$ cat src/rtl/fifo_wr_arbiter_pkg.sv
// Shared types and helpers for the FIFO write-port arbiter.
package fifo_wr_arbiter_pkg;

  typedef enum logic {
    StIdle  = 1'b0,
    StGrant = 1'b1
  } state_e;

  // Ceiling log2 of n, meant for n >= 2. Bounded loop so it elaborates as a constant.
  function automatic int unsigned clog2(input int unsigned n);
    int unsigned r;
    r = 0;
    for (int unsigned i = 0; i < 32; i++) begin
      if ((32'd1 << i) < n) r = i + 1;
    end
    return r;
  endfunction

endpackage

$ cat src/rtl/fifo_wr_arbiter_rr_pick.sv
// Combinational round-robin picker: first set request after ptr_i, wrapping modulo N.
module fifo_wr_arbiter_rr_pick #(
  parameter int unsigned N   = 4,
  parameter int unsigned LGN = 2
) (
  input  logic [N-1:0]   req_i,
  input  logic [LGN-1:0] ptr_i,
  output logic           any_o,
  output logic [LGN-1:0] idx_o
);

  // Scan ptr+1, ptr+2, ... ptr+N (the last one is ptr itself) and keep the first hit.
  always_comb begin
    int unsigned cand;
    any_o = 1'b0;
    idx_o = '0;
    cand  = 0;
    for (int unsigned off = 1; off <= N; off++) begin
      cand = (32'(ptr_i) + off) % N;
      if (!any_o && req_i[cand]) begin
        any_o = 1'b1;
        idx_o = LGN'(cand);
      end
    end
  end

endmodule

$ cat src/rtl/fifo_wr_arbiter.sv
// Packet-granular round-robin arbiter sharing one FIFO write port among NIN requesters.
module fifo_wr_arbiter
  import fifo_wr_arbiter_pkg::*;
#(
  parameter int unsigned NIN      = 4,
  parameter int unsigned BW       = 8,
  parameter int unsigned LGFLEN   = 4,
  parameter int unsigned MINSPACE = 1,
  parameter int unsigned LGMAXPKT = 4,
  localparam int unsigned LGNIN   = clog2(NIN)
) (
  input  logic              i_clk,
  input  logic              i_reset_n,
  input  logic [NIN-1:0]    i_valid,
  input  logic [NIN*BW-1:0] i_data,
  input  logic [NIN-1:0]    i_last,
  output logic [NIN-1:0]    o_ready,
  output logic              o_wr,
  output logic [BW-1:0]     o_data,
  input  logic              i_full,
  input  logic [LGFLEN:0]   i_fill,
  output logic              o_busy,
  output logic [LGNIN-1:0]  o_grant_id,
  output logic              o_trunc
);

  localparam int unsigned     Depth     = 1 << LGFLEN;
  localparam logic [LGFLEN:0] DepthW    = (LGFLEN + 1)'(Depth);
  localparam logic [LGFLEN:0] MinSpaceW = (LGFLEN + 1)'(MINSPACE);
  localparam logic [LGMAXPKT:0] MaxPktW = (LGMAXPKT + 1)'(1 << LGMAXPKT);

  state_e             state_q, state_d;
  logic [LGNIN-1:0]   grant_id_q, grant_id_d;
  logic [LGNIN-1:0]   rr_ptr_q, rr_ptr_d;
  logic [LGMAXPKT:0]  cnt_q, cnt_d;
  logic               trunc_q, trunc_d;

  logic [LGFLEN:0]    free;
  logic               space_ok;
  logic               pick_any;
  logic [LGNIN-1:0]   pick_idx;
  logic [NIN-1:0]     gnt_oh;
  logic               lane_valid;
  logic               lane_last;

  // Free slots; an out-of-range fill reads as no space at all.
  always_comb begin
    free     = (i_fill > DepthW) ? '0 : (DepthW - i_fill);
    space_ok = (free >= MinSpaceW);
  end

  fifo_wr_arbiter_rr_pick #(
    .N   (NIN),
    .LGN (LGNIN)
  ) u_rr_pick (
    .req_i (i_valid),
    .ptr_i (rr_ptr_q),
    .any_o (pick_any),
    .idx_o (pick_idx)
  );

  // Decode the current grantee and mux its lane onto the FIFO write data.
  always_comb begin
    gnt_oh = '0;
    o_data = '0;
    for (int unsigned k = 0; k < NIN; k++) begin
      gnt_oh[k] = (grant_id_q == LGNIN'(k));
      if (gnt_oh[k]) o_data = i_data[k*BW +: BW];
    end
    lane_valid = |(i_valid & gnt_oh);
    lane_last  = |(i_last & gnt_oh);
  end

  // Next-state logic and handshake outputs.
  always_comb begin
    state_d    = state_q;
    grant_id_d = grant_id_q;
    rr_ptr_d   = rr_ptr_q;
    cnt_d      = cnt_q;
    trunc_d    = 1'b0;
    o_ready    = '0;
    o_wr       = 1'b0;
    unique case (state_q)
      StIdle: begin
        // Space is only checked here; once granted, only i_full throttles.
        if (pick_any && space_ok) begin
          grant_id_d = pick_idx;
          cnt_d      = '0;
          state_d    = StGrant;
        end
      end
      StGrant: begin
        o_ready = i_full ? '0 : gnt_oh;
        o_wr    = lane_valid && !i_full;
        if (o_wr) begin
          cnt_d = cnt_q + 1'b1;
          if (lane_last) begin
            state_d  = StIdle;
            rr_ptr_d = grant_id_q;
          end else if (cnt_d == MaxPktW) begin
            state_d  = StIdle;
            rr_ptr_d = grant_id_q;
            trunc_d  = 1'b1;
          end
        end
      end
      default: state_d = StIdle;
    endcase
  end

  // State registers with asynchronous active-low reset.
  always_ff @(posedge i_clk or negedge i_reset_n) begin
    if (!i_reset_n) begin
      state_q    <= StIdle;
      grant_id_q <= '0;
      rr_ptr_q   <= LGNIN'(NIN - 1);
      cnt_q      <= '0;
      trunc_q    <= 1'b0;
    end else begin
      state_q    <= state_d;
      grant_id_q <= grant_id_d;
      rr_ptr_q   <= rr_ptr_d;
      cnt_q      <= cnt_d;
      trunc_q    <= trunc_d;
    end
  end

  assign o_busy     = (state_q == StGrant);
  assign o_grant_id = grant_id_q;
  assign o_trunc    = trunc_q;

endmodule

$ cat config.mk
export PLATFORM = sky130hd
export DESIGN_NAME = fifo_wr_arbiter
export DESIGN_NICKNAME = d
export VERILOG_FILES = /design/src/rtl/fifo_wr_arbiter_pkg.sv /design/src/rtl/fifo_wr_arbiter_rr_pick.sv /design/src/rtl/fifo_wr_arbiter.sv
export SDC_FILE = /design/constraint.sdc
export NUM_CORES = 1
export LEC_CHECK = 0
export CAP_MARGIN = 20
export CORE_ASPECT_RATIO = 0.9
export CORE_UTILIZATION = 35
export CTS_CLUSTER_SIZE = 28
export DETAILED_ROUTE_END_ITERATION = 7
export PLACE_DENSITY = 0.91
export SYNTH_ARGS = -nofsm -noshare
export SYNTH_HDL_FRONTEND = slang
export SYNTH_SLANG_ARGS = --single-unit
export TNS_END_PERCENT = 10
$ cat constraint.sdc
create_clock -name i_clk -period 2.25 [get_ports i_clk]
set_input_delay 0.45 -clock i_clk [delete_from_list [all_inputs] [get_ports i_clk]]
set_output_delay 0.45 -clock i_clk [all_outputs]
set_load 0.03 [all_outputs]
; ---- Word-level counts from Yosys, hierarchy flattened
; Cells that the tools add are included.
[classes]
addsub = 6
magnitude_cmp = 6
n_eq_ne = 6
n_mux = 38
n_bitwise = 3
n_reduce_logical = 16
[op_table]
columns = operator, count
row1 = $mux W8, 4
row2 = $mux W1, 17
row3 = $mux W5, 3
row4 = $lt A2 B3 Y1 const B, 4
row5 = $mux W2, 6
row6 = $pmux W5 S2, 1
row7 = $and A4 B4 Y4, 2
row8 = $bmux W1 S2, 4
row9 = $mux W4, 2
row10 = $reduce_or A4 Y1, 2
row11 = $add A5 B1 Y5 const B, 1
row12 = $eq A5 B5 Y1 const B, 1
row13 = $ge A5 B1 Y1 const B, 1
row14 = $gt A5 B5 Y1 const B, 1
row15 = $logic_and A1 B1 Y1, 5
row16 = $sub A5 B5 Y5 const A, 1
row17 = $add A2 B1 Y2 const B, 2
row18 = $add A2 B2 Y2 const B, 2
row19 = $eq A2 B2 Y1 const B, 2
row20 = $logic_not A1 Y1, 4
row21 = $reduce_and A2 Y1, 2
row22 = $reduce_and A3 Y1, 1
row23 = $eq A2 B1 Y1 const B, 1
row24 = $logic_not A2 Y1, 1
row25 = 5 further kinds, 5
[word_totals]
register_bits = 11
in_bits = 48
word_cells = 80

; ---- Depth between registers and ports, before layout
; Gate-level depths: netlist (run 1).
[logic_depth]
depth_word = 16
depth_mapped = 7

; ---- Cells and area by module
; A second synthesis (run 1) with hierarchy kept.
[hier_totals]
cells_unflattened = 95
area_unflattened_um2 = 979.7
[modules_own_cells]
columns = mod, n_inst, cells_each, area_per_inst_um2, seq_area_each_um2
row1 = fifo_wr_arbiter, 1, 81, 888.4, 277.8
row2 = fifo_wr_arbiter_rr_pick, 1, 14, 91.3, 0.0

; ---- Worst setup path before layout (run 1)
; Ideal clock, no wire load.
[synth_timing]
path_type = flip-flop to output port
from = register grant_id_q[0] (netlist: o_grant_id[0])
to = output port o_ready[1]
arrival_time_ns = 1.770
t_required_ns = 1.800
slack_ns = 0.030
path_stages_with_launch = 4
path_buffers = 2
path_cell_list = dfrtp_1 -> buf_2 -> buf_2 -> nor3b_1
[synth_via]
elab_chain_len = 3
[synth_lines]
columns = element, line_no
row1 = from (decl), fifo_wr_arbiter.sv:33  ; logic [LGNIN-1:0] grant_id_q, grant_id_d;
row2 = from (signal assigned), fifo_wr_arbiter.sv:121  ; grant_id_q <= grant_id_d;
row3 = $eq A2 B1 Y1, fifo_wr_arbiter.sv:67  ; gnt_oh[k] = (grant_id_q == LGNIN'(k));
row4 = $mux W4, fifo_wr_arbiter.sv:93  ; o_ready = i_full ? '0 : gnt_oh;
row5 = $mux W4, fifo_wr_arbiter.sv:83  ; unique case (state_q)
row6 = to (decl), fifo_wr_arbiter.sv:17  ; output logic [NIN-1:0] o_ready,
; No other way between the ends.

; ---- Worst setup path after layout (run 1)
[layout_timing]
from = input port i_valid[3]
to = output port o_wr
[layout_via]
elab_chain_len = 4
[layout_lines]
columns = element, line_no
row1 = from (decl), fifo_wr_arbiter.sv:14  ; input logic [NIN-1:0] i_valid,
row2 = $and A4 B4 Y4, fifo_wr_arbiter.sv:70  ; lane_valid = |(i_valid & gnt_oh);
row3 = $reduce_or A4 Y1, fifo_wr_arbiter.sv:70
row4 = $logic_and A1 B1 Y1, fifo_wr_arbiter.sv:94  ; o_wr = lane_valid && !i_full;
row5 = $mux W1, fifo_wr_arbiter.sv:83
row6 = to (decl), fifo_wr_arbiter.sv:18  ; output logic o_wr,
; No other way between the ends.

==> flow_summary.json, run 1 <==
{
  "outcome": "finished, violations left",
  "violations": "DRC",
  "cp_max_fo": 3,
  "busiest_layer": "met2",
  "synth_top_family_by_area": "multiplexers",
  "grt_start_max_net_pins": 17,
  "rrSetupSlack_ns": 0.47,
  "synth_fa_ha_area_share_pct": 2.597,
  "met2_usage_pct": 45.49,
  "drt-pass1-iter-count": 7,
  "slew_headroom_pct": 64.80,
  "post_dp_cell_area_mm2": 0.001707,
  "multi_input_area_um2": 633.1,
  "grt_pass1_vias": 1071,
  "synth_xor_area_share_pct": 1.818,
  "die_y_um": 51.78,
  "area_growth_pct": 78.83,
  "synthSimpleGateAreaFrac_pct": 18.44,
  "n_antenna_cell": 0,
  "grt_use_met1_pct": 21.55,
  "grt_use_total_pct": 22.14,
  "viasPerCell": 5.477,
  "fmax_mhz": 457.3,
  "critPathCaptureType": "output pin",
  "yosys.area.top_type": "dfrtp_1",
  "async_reset_ff_share_pct": 100.0,
  "p_leak_nw": 0.7229,
  "setup.worst_path.start_class": "input pin",
  "grt_pass1_wl_um": 4843,
  "place.gp.congestion": 0.8229,
  "seq_area_um2": 277.8,
  "worst_pin_slew_ns": 0.5264,
  "crit_type": "input pin to output pin",
  "cap_violations": 0,
  "nets": 220,
  "io_pins": 65,
  "yosysWarnings": 0,
  "cts_buffers": 3,
  "irDropWorstVdd_uv": 458.1,
  "synth_nets": 143,
  "synth_edf_count": 0,
  "clockBufferDepth": 2,
  "clk_pin_slew_ns": 0.07,
  "final_antenna_net_count": 0,
  "utilization_pct": 68.07,
  "cts_tree": "built",
  "nFillCells": 206,
  "fp.dieW_um": 57.31,
  "fin_skew_ns": 0.007353,
  "hold_ws_ns": 0.5169,
  "synth_flop_cell": "dfrtp_1",
  "ys_ff_latch": 11,
  "grt_overflow": 0,
  "rsz0062_at_grt": "false",
  "drv_slew": 0,
  "post-route-min-period_ns": 2.187,
  "muxShareOfSynthArea_pct": 26.75,
  "ctsHtreeMaxLevel": 1,
  "synth_cell_types": 34,
  "required_ns": 1.80,
  "setup_viol": 0,
  "synth_commonest_cells": "mux4_2, dfrtp_1, inv_1",
  "drive_above_1_share_pct": 25.44,
  "yosys.area.top_type_share_pct": 23.38,
  "yosysMostFrequentCell": "mux4_2",
  "antenna_found_initial": 0,
  "dr_total_vias": 1079,
  "dpl_worst_slack_ns": -0.3403,
  "initial_core_util_pct": 38.06,
  "final_cell_area_mm2": 0.001723,
  "grt_util_met3_pct": 7.214,
  "dp_hpwl_um": 2541,
  "cts.sinks": 11,
  "arrival_ns": 1.74,
  "routed_wl_um": 3003,
  "syn_avg_cell_area_um2": 10.36,
  "synthTopCellsByArea": "dfrtp_1, mux4_2, dfstp_2, nand3_1, o21ai_0",
  "hp-class": "input pin to asynchronous set/reset pin",
  "timing.final.crit_share_pct": 97.19,
  "clk_latency_ns": 0.27,
  "synth-seq-area-share_pct": 28.83,
  "core_area_mm2": 0.002531,
  "hold_viol": 0,
  "powerDensity_mw_per_mm2": 966.7,
  "setup_ws_ns": 0.06329,
  "rows": 17,
  "die_area_mm2": 0.002967,
  "wl_per_cell_um": 15.24,
  "portBuffers": 64,
  "ctsRootBufferMaster": "clkbuf_4",
  "synth_compound_area_share_pct": 15.58,
  "drc": 8,
  "drt_iter0_drc": 46,
  "syn_area_um2": 963.4,
  "synthCells": 93
}
-- what timing repair did --
action / CTS / global route
setup buffers: 0 / 0
hold buffers: 0 / 0
setup endpoints to repair: 9 / 2
gates resized for setup: 11 / 3
cloned: 0 / 0
-- final cells by class --
cell class | count | share of cell area (%)
inverter | 8 | 1.743
clock buffer | 4 | 1.525
multi-input combinational | 68 | 36.75
timing repair buffer | 78 | 41.83
tap | 28 | 2.033
sequential | 11 | 16.12
-- cell usage in the layout, fill, tap and decap left out, drive strengths merged, types with 2 or more instances in the layout --
| cell | n |
|---|---|
| a21oi | 4 |
| a31oi | 2 |
| buf | 19 |
| clkbuf | 4 |
| clkdlybuf4s50 | 51 |
| dfrtp | 9 |
| dfstp | 2 |
| dlygate4sd2 | 8 |
| ha | 2 |
| inv | 8 |
| mux2 | 2 |
| mux4 | 10 |
| nand2 | 5 |
| nand3 | 7 |
| nor2 | 6 |
| nor3 | 3 |
| nor3b | 4 |
| o21ai | 6 |
| xor2 | 2 |
-- power by group --
part,internal [W],switching (W),leakage (nW)
clock network,0.0000688,0.0000689,0.0150
logic,0.000553,0.000588,0.572
registers,0.000290,0.0000974,0.136
-- through the flow --
step / total power, W / setup TNS, ns / instances
after floorplan: 0.001124 / 0 / 93
after global placement: 0.001549 / -1.340 / 193
after detailed placement: 0.001589 / -2.133 / 193
after CTS: 0.001677 / -0.02965 / 197
after global routing: 0.001785 / 0 / 197
final: 0.001665 / 0 / 197
-- path summary, 6_finish.rpt --
kind / to / cells after the start / startpoint
min in group i_clk: cnt_q[4] / 2 / cnt_q[4]
hold / removal: o_trunc / 1 / i_reset_n
hold reg to reg: cnt_q[4] / 2 / cnt_q[4]
setup / recovery: o_wr / 5 / i_valid[3]
setup reg to reg: rr_ptr_q[1] / 6 / o_grant_id[0]
max in group asynchronous: rr_ptr_q[0] / 1 / i_reset_n
-- registers in the layout (all words and copies together), names as in the netlist --
| register | flops |
|---|---|
| o_grant_id | 2 |
| rr_ptr_q | 2 |
| o_busy | 1 |
| cnt_q | 5 |
| o_trunc | 1 |
-- cell families (layout without fill, tap and decap cells) --
group	Yosys count	count (layout)
AOI/OAI and AO/OA	19	19
xor gates and xnor gates	2	2
adders and majority gates	2	2
buffers and inverters	14	90
DFF	11	11
muxes	13	13
and+or+nand+nor	32	32
-- worst max-delay path, stage by stage --
cell and delay [ns]:
clkdlybuf4s50_1 0.44, mux4_2 0.49, nand2_1 0.13, inv_1 0.06
buf_2 0.17
-- per-layer routing --
metal / routed length, um / vias to the layer above
li1: - / 506
met1: 1008 / 515
met2: 1720 / 56
met3: 269 / 2
met4: 4 / 0
met5: 0 / -
Power figures use the tool's default switching activity.
==> run 2, diff against run 1 <==
--- a/config.mk
+++ b/config.mk
@@ -7,9 +7,11 @@
 export LEC_CHECK = 0
 export CAP_MARGIN = 20
 export CORE_ASPECT_RATIO = 0.9
+export CORE_MARGIN = 8
 export CORE_UTILIZATION = 35
 export CTS_CLUSTER_SIZE = 28
 export DETAILED_ROUTE_END_ITERATION = 7
+export MAX_ROUTING_LAYER = met4
 export PLACE_DENSITY = 0.91
 export SYNTH_ARGS = -nofsm -noshare
 export SYNTH_HDL_FRONTEND = slang
==> flow_summary.json, run 2 (synthesis results as in run 1) <==
{
  "outcome": "complete, no violations",
  "critPathCaptureType": "output pin",
  "critPathMaxStageDelay_ns": 0.49,
  "p_leak_nw": 0.7121,
  "clk_latency_ns": 0.27,
  "nFillCells": 233,
  "antenna_found_initial": 0,
  "drive_above_1_share_pct": 23.95,
  "final_antenna_net_count": 0,
  "powerDensity_mw_per_mm2": 979.0,
  "initial_core_util_pct": 35.95,
  "grt_use_total_pct": 16.85,
  "setup.worst_path.start_class": "input pin",
  "fmax_mhz": 459.9,
  "arrival_ns": 1.72,
  "portBuffers": 64,
  "post-cts-setup-buffer-count": 0,
  "drt_iter0_drc": 39,
  "ctsRootBufferMaster": "clkbuf_4",
  "dr_total_vias": 1083,
  "rows": 18,
  "grt_pass1_wl_um": 5892,
  "grt_overflow": 0,
  "cp_top_family": "buffers and inverters",
  "hold_ws_ns": 0.5087,
  "required_ns": 1.80,
  "n_antenna_cell": 0,
  "clk_pin_slew_ns": 0.08,
  "area_growth_pct": 77.14,
  "hp-class": "input pin to asynchronous set/reset pin",
  "fin_cells": 197,
  "cap_violations": 0,
  "wl_per_cell_um": 18.50,
  "setup_viol": 0,
  "clockBufferDepth": 2,
  "die_y_um": 65.78,
  "io_pins": 65,
  "post-route-min-period_ns": 2.174,
  "crit_type": "input pin to output pin",
  "largest_reg_flops": 5,
  "nets": 218,
  "fp.dieW_um": 71.31,
  "cts_tree": "built",
  "layout_commonest_cell": "clkdlybuf4s50_1",
  "drc": 0,
  "timing.final.crit_share_pct": 96.64,
  "fin_skew_ns": 0.005030,
  "place.gp.congestion": 0.8385,
  "core_area_mm2": 0.002680,
  "dp_hpwl_um": 3102,
  "slew_headroom_pct": 66.07,
  "irDropWorstVdd_uv": 510.8,
  "cp_max_fo": 2,
  "hold_viol": 0,
  "grt_start_max_net_pins": 17,
  "crit_path_cell_trace": "clkdlybuf4s50_1, mux4_2, nand2_1, inv_1, buf_2",
  "ctsHtreeMaxLevel": 1,
  "viasPerCell": 5.497,
  "routed_wl_um": 3645,
  "cts_buffers": 3,
  "rsz0062_at_grt": "false",
  "die_area_mm2": 0.004690,
  "drt-pass1-iter-count": 6,
  "cp_num_buf_inv": 3,
  "mostFrequentLayoutCells": "clkdlybuf4s50_1, buf_4, mux4_2, dfrtp_1, inv_1",
  "largest_register": "cnt_q",
  "slowest_stage": "mux4_2",
  "cts.sinks": 11,
  "dp.cells": 193,
  "drv_slew": 0,
  "worst_pin_slew_ns": 0.5073,
  "grt_pass1_vias": 1138
}
[run 2: changes by cell type in the layout (fill, tap and decap cells not counted)]
cell             change
nor3_1               +1
nor3_2               -1
buf_4                -2
dlygate4sd2_1        -1
clkdlybuf4s15_1      +1
[run 2: per-stage QoR]
stage	TNS, ns	instance area [um^2]	worst slack [ns]	util, %	power, W
after floorplan	0	963.4	0.02964	-	0.001124
after global placement	-1.363	1694	-0.3034	63.21	0.001542
after detailed placement	-1.928	1694	-0.3267	63.21	0.001590
after CTS	-0.02186	1712	-0.02186	63.87	0.001681
after global routing	0	1707	0.006993	63.68	0.001788
final	0	1707	0.07562	63.68	0.001671
[run 2: where the power goes]
group          internal (W)  switching (W)  total [W]
Clock             0.0000687      0.0000713   0.000140
Combinational      0.000539       0.000604    0.00114
Sequential         0.000289      0.0000983   0.000388
[run 2: layout make-up]
type                       count  area (um^2)  share of cell area, %
clock buffer                   4        26.28                  1.540
tap                           30        37.54                  2.199
multi-input combinational     68        628.1                  36.80
inverter                       8        30.03                  1.760
sequential                    11        277.8                  16.28
timing repair buffer          76        706.9                  41.42
[run 2: repair_timing]
item | CTS | global route
pin swaps | 0 | 0
gates resized for setup | 11 | 3
hold buffers | 0 | 0
setup endpoints to repair | 9 | 2
[run 2: final timing paths]
kind                       depth (start not counted)       endpoint     startpoint  slack, ns
setup / recovery                                   5           o_wr     i_valid[0]       0.08
hold / removal                                     1  o_grant_id[1]      i_reset_n       0.51
setup reg to reg                                   6    rr_ptr_q[1]  o_grant_id[0]       0.44
hold reg to reg                                    2         o_busy         o_busy       0.57
max in group asynchronous                          1    rr_ptr_q[1]      i_reset_n       1.38
min in group i_clk                                 2         o_busy         o_busy       0.57
[run 2: routing by layer]
layer,routed length [um],up-vias,global-route usage (%),part of all wire [%]
met1,1401,528,17.32,38
met5,0,-,-,0
met2,1960,46,31.39,54
li1,-,502,-,-
met4,61,0,5.699,1.7
met3,221,7,3.333,6.1
